`src/rtl/calendar_pkg.sv`:
```
// Shared calendar definitions: field widths, month lengths and the
// leap-year / month-length helpers used by both the cascade and load checks.
package calendar_pkg;

  localparam int SEC_W  = 6;
  localparam int MIN_W  = 6;
  localparam int HOUR_W = 5;
  localparam int DAY_W  = 5;
  localparam int MON_W  = 4;

  localparam logic [SEC_W-1:0]  SEC_MAX  = 6'd59;
  localparam logic [MIN_W-1:0]  MIN_MAX  = 6'd59;
  localparam logic [HOUR_W-1:0] HOUR_MAX = 5'd23;
  localparam logic [MON_W-1:0]  MON_MIN  = 4'd1;
  localparam logic [MON_W-1:0]  MON_MAX  = 4'd12;
  localparam logic [DAY_W-1:0]  DAY_MIN  = 5'd1;

  localparam logic [DAY_W-1:0] DAYS_LONG     = 5'd31;
  localparam logic [DAY_W-1:0] DAYS_SHORT    = 5'd30;
  localparam logic [DAY_W-1:0] DAYS_FEB      = 5'd28;
  localparam logic [DAY_W-1:0] DAYS_FEB_LEAP = 5'd29;

  typedef enum logic [MON_W-1:0] {
    JAN = 4'd1, FEB = 4'd2, MAR = 4'd3, APR = 4'd4,
    MAY = 4'd5, JUN = 4'd6, JUL = 4'd7, AUG = 4'd8,
    SEP = 4'd9, OCT = 4'd10, NOV = 4'd11, DEC = 4'd12
  } month_e;

  // Gregorian rule; callers zero-extend their year to 32 bits.
  function automatic logic is_leap(input logic [31:0] year);
    return ((year % 32'd4) == 32'd0) &&
           (((year % 32'd100) != 32'd0) || ((year % 32'd400) == 32'd0));
  endfunction

  // Months outside 1..12 report 31; range checks reject them separately.
  function automatic logic [DAY_W-1:0] days_in_month(input logic [31:0]      year,
                                                     input logic [MON_W-1:0] month);
    logic [DAY_W-1:0] days;
    case (month_e'(month))
      APR, JUN, SEP, NOV: days = DAYS_SHORT;
      FEB:                days = is_leap(year) ? DAYS_FEB_LEAP : DAYS_FEB;
      default:            days = DAYS_LONG;
    endcase
    return days;
  endfunction

endpackage

```
`src/rtl/calendar_rtc_sec_tick_gen.sv`:
```
// Seconds prescaler: counts clk cycles while run is high and flags the last
// cycle of each second. A valid date load restarts the second from zero.
module sec_tick_gen #(
  parameter int unsigned TICK_DIV = 50_000_000
) (
  input  logic clk,
  input  logic rst,
  input  logic run,
  input  logic clr,
  output logic tick
);

  localparam int CNT_W = (TICK_DIV > 2) ? $clog2(TICK_DIV) : 1;
  localparam logic [CNT_W-1:0] CNT_LAST = CNT_W'(TICK_DIV - 1);

  logic [CNT_W-1:0] cnt_q, cnt_d;

  always_comb begin
    cnt_d = cnt_q;
    if (clr) begin
      cnt_d = '0;
    end else if (run) begin
      cnt_d = (cnt_q == CNT_LAST) ? '0 : cnt_q + CNT_W'(1);
    end
  end

  // NOTE: state registers use non-blocking assignment so every flop samples
  // pre-edge values; blocking here would create order-dependent simulation.
  always_ff @(posedge clk) begin
    if (rst) begin
      cnt_q <= '0;
    end else begin
      cnt_q <= cnt_d;
    end
  end

  assign tick = run && (cnt_q == CNT_LAST);

endmodule

```
`src/rtl/calendar_rtc.sv`:
```
// Real-time calendar clock: second..year cascade with Gregorian month lengths,
// run/pause control and a validated whole-date load port. All outputs are flops.
module calendar_rtc
  import calendar_pkg::*;
#(
  parameter int unsigned TICK_DIV   = 50_000_000,
  parameter int unsigned YEAR_W     = 12,
  parameter int unsigned RESET_YEAR = 2021,
  parameter int unsigned YEAR_MAX   = 4095
) (
  input  logic              clk,
  input  logic              rst,
  input  logic              run,
  input  logic              set_en,
  input  logic [YEAR_W-1:0] set_year,
  input  logic [MON_W-1:0]  set_month,
  input  logic [DAY_W-1:0]  set_day,
  input  logic [HOUR_W-1:0] set_hour,
  input  logic [MIN_W-1:0]  set_min,
  input  logic [SEC_W-1:0]  set_sec,
  output logic [YEAR_W-1:0] year,
  output logic [MON_W-1:0]  month,
  output logic [DAY_W-1:0]  day,
  output logic [HOUR_W-1:0] hour,
  output logic [MIN_W-1:0]  minute,
  output logic [SEC_W-1:0]  second,
  output logic              sec_tick,
  output logic              set_err
);

  localparam logic [YEAR_W-1:0] YEAR_LAST  = YEAR_W'(YEAR_MAX);
  localparam logic [YEAR_W-1:0] YEAR_RESET = YEAR_W'(RESET_YEAR);

  logic [YEAR_W-1:0] year_q, year_d;
  logic [MON_W-1:0]  month_q, month_d;
  logic [DAY_W-1:0]  day_q, day_d;
  logic [HOUR_W-1:0] hour_q, hour_d;
  logic [MIN_W-1:0]  min_q, min_d;
  logic [SEC_W-1:0]  sec_q, sec_d;
  logic              sec_tick_q, sec_tick_d;
  logic              set_err_q, set_err_d;

  logic             tick;
  logic             set_valid;
  logic             load;
  logic [DAY_W-1:0] dim_cur;
  logic [DAY_W-1:0] dim_set;

  assign dim_cur = days_in_month(32'(year_q), month_q);
  assign dim_set = days_in_month(32'(set_year), set_month);

  assign set_valid = (32'(set_year) <= YEAR_MAX) &&
                     (set_month >= MON_MIN) && (set_month <= MON_MAX) &&
                     (set_day >= DAY_MIN) && (set_day <= dim_set) &&
                     (set_hour <= HOUR_MAX) &&
                     (set_min <= MIN_MAX) &&
                     (set_sec <= SEC_MAX);

  assign load = set_en && set_valid;

  sec_tick_gen #(
    .TICK_DIV (TICK_DIV)
  ) u_sec_tick_gen (
    .clk  (clk),
    .rst  (rst),
    .run  (run),
    .clr  (load),
    .tick (tick)
  );

  // NOTE: every variable gets its hold value first so no path through the
  // conditionals leaves it unassigned, which would otherwise infer a latch.
  always_comb begin
    year_d     = year_q;
    month_d    = month_q;
    day_d      = day_q;
    hour_d     = hour_q;
    min_d      = min_q;
    sec_d      = sec_q;
    sec_tick_d = 1'b0;
    set_err_d  = set_en && !set_valid;

    if (load) begin
      // A valid load wins over a coincident tick; that tick is dropped.
      year_d  = set_year;
      month_d = set_month;
      day_d   = set_day;
      hour_d  = set_hour;
      min_d   = set_min;
      sec_d   = set_sec;
    end else if (tick) begin
      sec_tick_d = 1'b1;
      if (sec_q != SEC_MAX) begin
        sec_d = sec_q + SEC_W'(1);
      end else begin
        sec_d = '0;
        if (min_q != MIN_MAX) begin
          min_d = min_q + MIN_W'(1);
        end else begin
          min_d = '0;
          if (hour_q != HOUR_MAX) begin
            hour_d = hour_q + HOUR_W'(1);
          end else begin
            hour_d = '0;
            if (day_q < dim_cur) begin
              day_d = day_q + DAY_W'(1);
            end else begin
              day_d = DAY_MIN;
              if (month_q < MON_MAX) begin
                month_d = month_q + MON_W'(1);
              end else begin
                month_d = MON_MIN;
                year_d  = (year_q == YEAR_LAST) ? '0 : year_q + YEAR_W'(1);
              end
            end
          end
        end
      end
    end
  end

  always_ff @(posedge clk) begin
    if (rst) begin
      year_q     <= YEAR_RESET;
      month_q    <= MON_MIN;
      day_q      <= DAY_MIN;
      hour_q     <= '0;
      min_q      <= '0;
      sec_q      <= '0;
      sec_tick_q <= 1'b0;
      set_err_q  <= 1'b0;
    end else begin
      year_q     <= year_d;
      month_q    <= month_d;
      day_q      <= day_d;
      hour_q     <= hour_d;
      min_q      <= min_d;
      sec_q      <= sec_d;
      sec_tick_q <= sec_tick_d;
      set_err_q  <= set_err_d;
    end
  end

  assign year     = year_q;
  assign month    = month_q;
  assign day      = day_q;
  assign hour     = hour_q;
  assign minute   = min_q;
  assign second   = sec_q;
  assign sec_tick = sec_tick_q;
  assign set_err  = set_err_q;

endmodule

```
`config.mk`:
```
export PLATFORM = sky130hd
export DESIGN_NAME = calendar_rtc
export DESIGN_NICKNAME = d
export VERILOG_FILES = /design/src/rtl/calendar_pkg.sv /design/src/rtl/calendar_rtc_sec_tick_gen.sv /design/src/rtl/calendar_rtc.sv
export SDC_FILE = /design/constraint.sdc
export NUM_CORES = 1
export LEC_CHECK = 0
export CAP_MARGIN = 40
export CORE_AREA = 2 2 119 121
export DETAILED_ROUTE_END_ITERATION = 6
export DIE_AREA = 0 0 121 123
export HOLD_SLACK_MARGIN = 0.03
export PLACE_DENSITY = 0.64
export SLEW_MARGIN = 10
export SYNTH_ARGS = -nofsm -noshare
export SYNTH_HDL_FRONTEND = slang
export SYNTH_SLANG_ARGS = --single-unit
```
`constraint.sdc`:
```
create_clock -name clk -period 25.3 [get_ports clk]
set_clock_uncertainty 0.2 [all_clocks]
set_input_delay 6.325 -clock clk [delete_from_list [all_inputs] [get_ports clk]]
set_output_delay 6.325 -clock clk [all_outputs]
set_load 0.03 [all_outputs]
```
Yosys cells after proc, flatten, opt, wreduce, memory -nomap -nowiden
Index checks and enable logic that the tools add are counted.
- bits in latches: 0
- bits in read-only memories: 0
- bits in registers: 66
- memories: 0
- memory bits (writable): 0
- output and inout port bits: 40
- divide/modulo/power cells: 4
- multiply operators: 0
- reductions and logical operators: 29
- bitwise gates (word level): 0
- multiplexer cells: 39
- eq/ne operators: 20
- shift operators: 0
- add/subtract/negate cells: 7
- $lt $le $gt $ge: 9
- operator list (kind ; number):
    32-bit zero test ; 4
    12-bit 2-to-1 mux ; 8
    12-bit by 7-bit modulo with 32-bit output, second input constant ; 2
    12-bit by 9-bit modulo with 32-bit output, second input constant ; 2
    32-bit nonzero test ; 2
    5-bit 2-to-1 mux ; 11
    6-bit 2-to-1 mux ; 7
    4-bit 2-to-1 mux ; 7
    26-bit by 1-bit adder with 26-bit output, second input constant ; 1
    26-bit equality test, second input constant ; 1
    26-bit 2-to-1 mux ; 1
    4-bit by 3-bit equality test with 1-bit output, second input constant ; 4
    4-bit equality test, second input constant ; 4
    12-bit by 1-bit adder with 12-bit output, second input constant ; 1
    6-bit by 1-bit adder with 6-bit output, second input constant ; 2
    12-bit equality test, second input constant ; 1
    6-bit less-or-equal comparator, second input constant ; 2
    6-bit inequality test, second input constant ; 2
    1-bit logical AND ; 11
    5-bit by 1-bit adder with 5-bit output, second input constant ; 2
    2-bit inequality test, second input constant ; 5
    4-bit by 2-bit equality test with 1-bit output, second input constant ; 2
    2-bit case mux with 2 select lines ; 2
    4-bit OR reduction ; 2
    other kinds (19) ; 22

Depth between registers and ports, before layout
- word-level depth: 14
- depth in mapped cells: 36
- gate-level depth less buffers: 33

Cells and area by module
A second synthesis with hierarchy kept.
- cell total of the unflattened synthesis: 833
- area, all modules: 6120.9 um^2
- by module, submodules not included (module ; seq. area each (um^2) ; instances ; area an instance (um^2) ; cells each):
    calendar_rtc ; 800.8 ; 1 ; 4782.1 ; 672
    sec_tick_gen ; 520.5 ; 1 ; 1338.8 ; 161

Least setup slack after synthesis
OpenSTA, ideal clock, no wires.
- path type: input to register
- from: input set_year[9]
- to: register year_q[6], in the netlist year[6]
- cell stages on the path: 34
- setup time: 0.120 ns
- arrival: 13.615 ns
- required time: 24.980 ns
- path buffers: 3
- setup slack: 11.365 ns
- path through: clkbuf_1 nor3_1 nor2b_1 ha_1 nand4b_1 a211o_1 a31oi_1 o21ai_0 and2_1 o21ai_1 o2111a_1 nor3_1 o31a_1 maj3_1 maj3_1 xnor2_1 a22oi_1 or3_1 mux2i_1 a31oi_1 ha_1 a211oi_1 a2111oi_0 nand2_1 o31ai_1 and2_1 clkbuf_1 nand2_1 or3_1 buf_2 or3_1 xnor2_1 a21oi_1 or2_1
- word-level cells in the longest chain between the ends: 14
- elaborated cells between the ends (all ways): 22
- RTL lines (item ; line ; text):
    from (decl) ; calendar_rtc.sv:15 ; input logic [YEAR_W-1:0] set_year,
    12-bit by 7-bit modulo with 32-bit output / 12-bit by 9-bit modulo with 32-bit output (equally long branches) ; calendar_pkg.sv:32 ; (((year % 32'd100) != 32'd0) || ((year % 32'd400) == 32'd0));
    32-bit nonzero test / 32-bit zero test (equally long branches) ; calendar_pkg.sv:32 ;
    1-bit logical OR * ; calendar_pkg.sv:32 ;
    1-bit logical AND * ; calendar_pkg.sv:31 ; return ((year % 32'd4) == 32'd0) &&
    1-bit 2-to-1 mux * ; calendar_pkg.sv:41 ; FEB: days = is_leap(year) ? DAYS_FEB_LEAP : DAYS_FEB;
    2-bit case mux with 2 select lines * ; calendar_pkg.sv:39 ; case (month_e'(month))
    5-bit less-or-equal comparator * ; calendar_rtc.sv:54 ; (set_day >= DAY_MIN) && (set_day <= dim_set) &&
    1-bit logical AND * (2 in series) ; calendar_rtc.sv:54 ;
    1-bit logical AND * ; calendar_rtc.sv:55 ; (set_hour <= HOUR_MAX) &&
    1-bit logical AND * ; calendar_rtc.sv:56 ; (set_min <= MIN_MAX) &&
    1-bit logical AND * ; calendar_rtc.sv:59 ; assign load = set_en && set_valid;
    2-bit inequality test (no line) / 2-bit nonzero test (equally long branches) ; - ;
    6-bit AND reduction (no line) ; - ;
    to (signal assigned) ; calendar_rtc.sv:133 ; year_q <= year_d;
    to (decl) ; calendar_rtc.sv:34 ; logic [YEAR_W-1:0] year_q, year_d;
Every way passes the cells marked *; elsewhere a longest branch is shown, timed or not.
A chain may end at the register's enable or synchronous reset.

Worst setup path in the final report
- from: input set_year[8]
- to: register year_q[6], in the netlist year[6]
The elaborated chain is that of the path after synthesis.

==> out/qor.yml <==
status:
  outcome: "finished clean"
sta:
  period_share: 0.627
  worst_pin_slew_ps: 830
  slew_headroom: 0.446
  finalSetupTns_ps: 0
  rsz0062_at_grt: "no"
  min_period_ps: 15860
  hold_viol_final: 0
  maxSlewViolCount: 0
  max_freq_mhz: 63.1
  setup_ws_ps: 9440
  finalSetupViolations: 0
placement:
  io_buffers: 81
  post-place-ws_ps: 9210
  hpwl_um: 12300
  routabilityCongestion: 0.889
detailed_routing:
  routed_wl_um: 16900
  vias: 6250
  postRouteAntennaNets: 0
  drc: 0
  routedWlPerCell_um: 16.1
  detail_route.iter0.violations: 534
  firstDrtPassIters: 5
  viasPerCell: 5.97
logic_synthesis:
  avgSynthCellArea_um2: 7.35
  netlist_instances: 810
  ys_types: 90
  ys_async_sr_fraction: 0
  yosysWarnings: 0
  netlist_top_cells_area: "dfxtp_1 (22%), nor2_1 (6.7%), nand2_1 (4.8%), a21oi_1 (4.1%), xnor2_1 (3.8%)"
  yosys_most_used_dff: "dfxtp_1"
  ys_seq_area_frac: 0.222
  syn_area_mm2: 0.00596
  ys_ff_latch: 66
  synth_top_area_share: 0.222
  synth.largest_area_cell: "dfxtp_1"
  synth_edf_count: 0
  synth_nets: 868
global_routing:
  grt_pass1_vias: 5951
  track_usage: 0.230
  grt_max_degree: 41
  grt-ovfl-total: 0
  grt_pass1_wl_um: 28200
  antenna_found_initial: 0
clocking:
  clkLatencyLatePin_ps: 340
  cts-resized-gates: 0
  root_buffer: "clkbuf_16"
  max-clock-path-buffers: 2
  cts_tree: "done"
  post_cts_buffers: 0
  holdBufCountCts: 0
  htree_levels: 3
  cts_buffers: 9
  clock-sinks: 66
  cts.clk_slew.worst_paths_ps: 50
worst_setup_path:
  arrival_ps: 15880
  worstPathRequired_ps: 25320
  end_kind: "register"
  crit_fanout: 34
  max_stage_delay_ps: 650
  start_kind: "input port"
  crit_type: "in -> reg"
  cp_slowest_cell: "a2111oi_0"
power:
  p_int_mw: 0.257
  p_sw_mw: 0.158
  vdd_ir_drop_max_mv: 0.0369
  p_sw_frac: 0.381
  combinationalPowerShare: 0.435
  pwr-share-seq: 0.286
  p_clk_frac: 0.279
  power_density_mw_per_mm2: 58.3
  leakagePower_nw: 2.53
final_layout:
  fillerInstances: 1333
  drive_above_1_share: 0.0738
  fin_nets: 921
  syn_to_final_growth_pct: 19.4
  diodes: 0
worst_hold_path:
  min_path_type: "reg -> reg"
flow_run:
  drv_cap: 0
floorplan:
  rows: 43
  die_w_um: 121
  die_height_um: 123
  core_area_mm2: 0.0136
  ios: 82
  initial_core_util: 0.438
  design.die.area_mm2: 0.0149
layout by cell type, fill, tap and decap left out, types with 10 or more instances in the layout:
cell type          n
dfxtp_1           66
a21oi_1           49
xnor2_1           26
a211oi_1          10
nor2_1           106
clkdlybuf4s50_1   81
nand2b_1          15
nor3_1            20
xor2_1            20
nand3_1           40
o21ai_0           44
and3_1            15
ha_1              16
nand4_1           14
a31oi_1           17
nand2_1           76
inv_1             24
per-stage QoR:
stage	power [mW]	utilization	area, um^2	hold slack, ps	instances
2_1_floorplan	0.256	-	5960	262	810
3_3_place_gp	0.296	0.503	6840	279	1032
3_5_place_dp	0.297	0.503	6840	284	1032
4_1_cts	0.415	0.522	7110	315	1047
5_1_grt	0.440	0.522	7110	331	1047
6_report	0.414	0.522	7110	309	1047
area by class of cell:
| class | instances | area, um^2 | share of cell area |
|---|---|---|---|
| sequential | 66 | 1320 | 0.186 |
| timing repair buffer | 87 | 856 | 0.120 |
| tap | 180 | 225 | 0.0317 |
| clock inverter | 3 | 15.0 | 0.00211 |
| inverter | 26 | 97.6 | 0.0137 |
| multi-input combinational | 673 | 4340 | 0.610 |
| clock buffer | 12 | 256 | 0.0361 |
final timing paths:
check	startpoint	endpoint	slack, ps	cells after the start
hold reg to reg	u_sec_tick_gen.cnt_q[23]	u_sec_tick_gen.cnt_q[23]	310	2
hold / removal	u_sec_tick_gen.cnt_q[23]	u_sec_tick_gen.cnt_q[23]	310	2
setup / recovery	set_year[8]	year[6]	9440	34
setup reg to reg	year[8]	year[6]	19130	19
critical path: cells and delay by family:
kind	cells	cell delay (ps)
buffers and inverters	3	1190
muxes	1	130
and+or+nand+nor	11	3470
AOI/OAI and AO/OA	13	3120
adders and majority gates	4	1350
xor gates and xnor gates	2	280
metal layers:
layer / global-route usage / vias up / wire length [um]
li1: - / 3124 / -
met4: 0.0799 / 0 / 287
met3: 0.0494 / 33 / 813
met1: 0.308 / 2925 / 8080
met5: 0 / - / 0
met2: 0.366 / 168 / 7720
logic make-up after synthesis:
| kind of cell | Yosys count | share of synthesized area |
|---|---|---|
| AND/OR/NAND/NOR | 369 | 0.316 |
| buffers and inverters | 71 | 0.0496 |
| XOR/XNOR | 48 | 0.0741 |
| flip-flops | 66 | 0.222 |
| AO/OA/AOI/OAI | 228 | 0.283 |
| multiplexers | 9 | 0.0164 |
| adder cells (fa/ha/maj) | 19 | 0.0386 |
cell usage after synthesis, types with 9 or more instances:
cell and count:
a211oi_1 10, a21oi_1 49, a31oi_1 17, and3_1 15, clkbuf_1 33, dfxtp_1 66
ha_1 16, inv_1 24, nand2_1 76, nand2b_1 15, nand3_1 40, nand4_1 14
nor2_1 106, nor3_1 20, nor4_1 9, o21ai_0 44, o31ai_1 9, xnor2_1 26
xor2_1 20
flip-flops by register name, indices dropped and copies added, names as in the netlist:
signal	count
day	5
hour	5
minute	6
month	4
sec_tick	1
second	6
set_err	1
u_sec_tick_gen.cnt_q	26
year	12
power groups by stage:
stage                     Combinational [mW]  Clock (mW)  Sequential, mW
final                                  0.180       0.116           0.118
after global routing                   0.198       0.123           0.119
after global placement                 0.176           0           0.120
after detailed placement               0.177           0           0.120
after floorplan                        0.132           0           0.124
after CTS                              0.178       0.119           0.118
(Power assumes the default switching activity.)
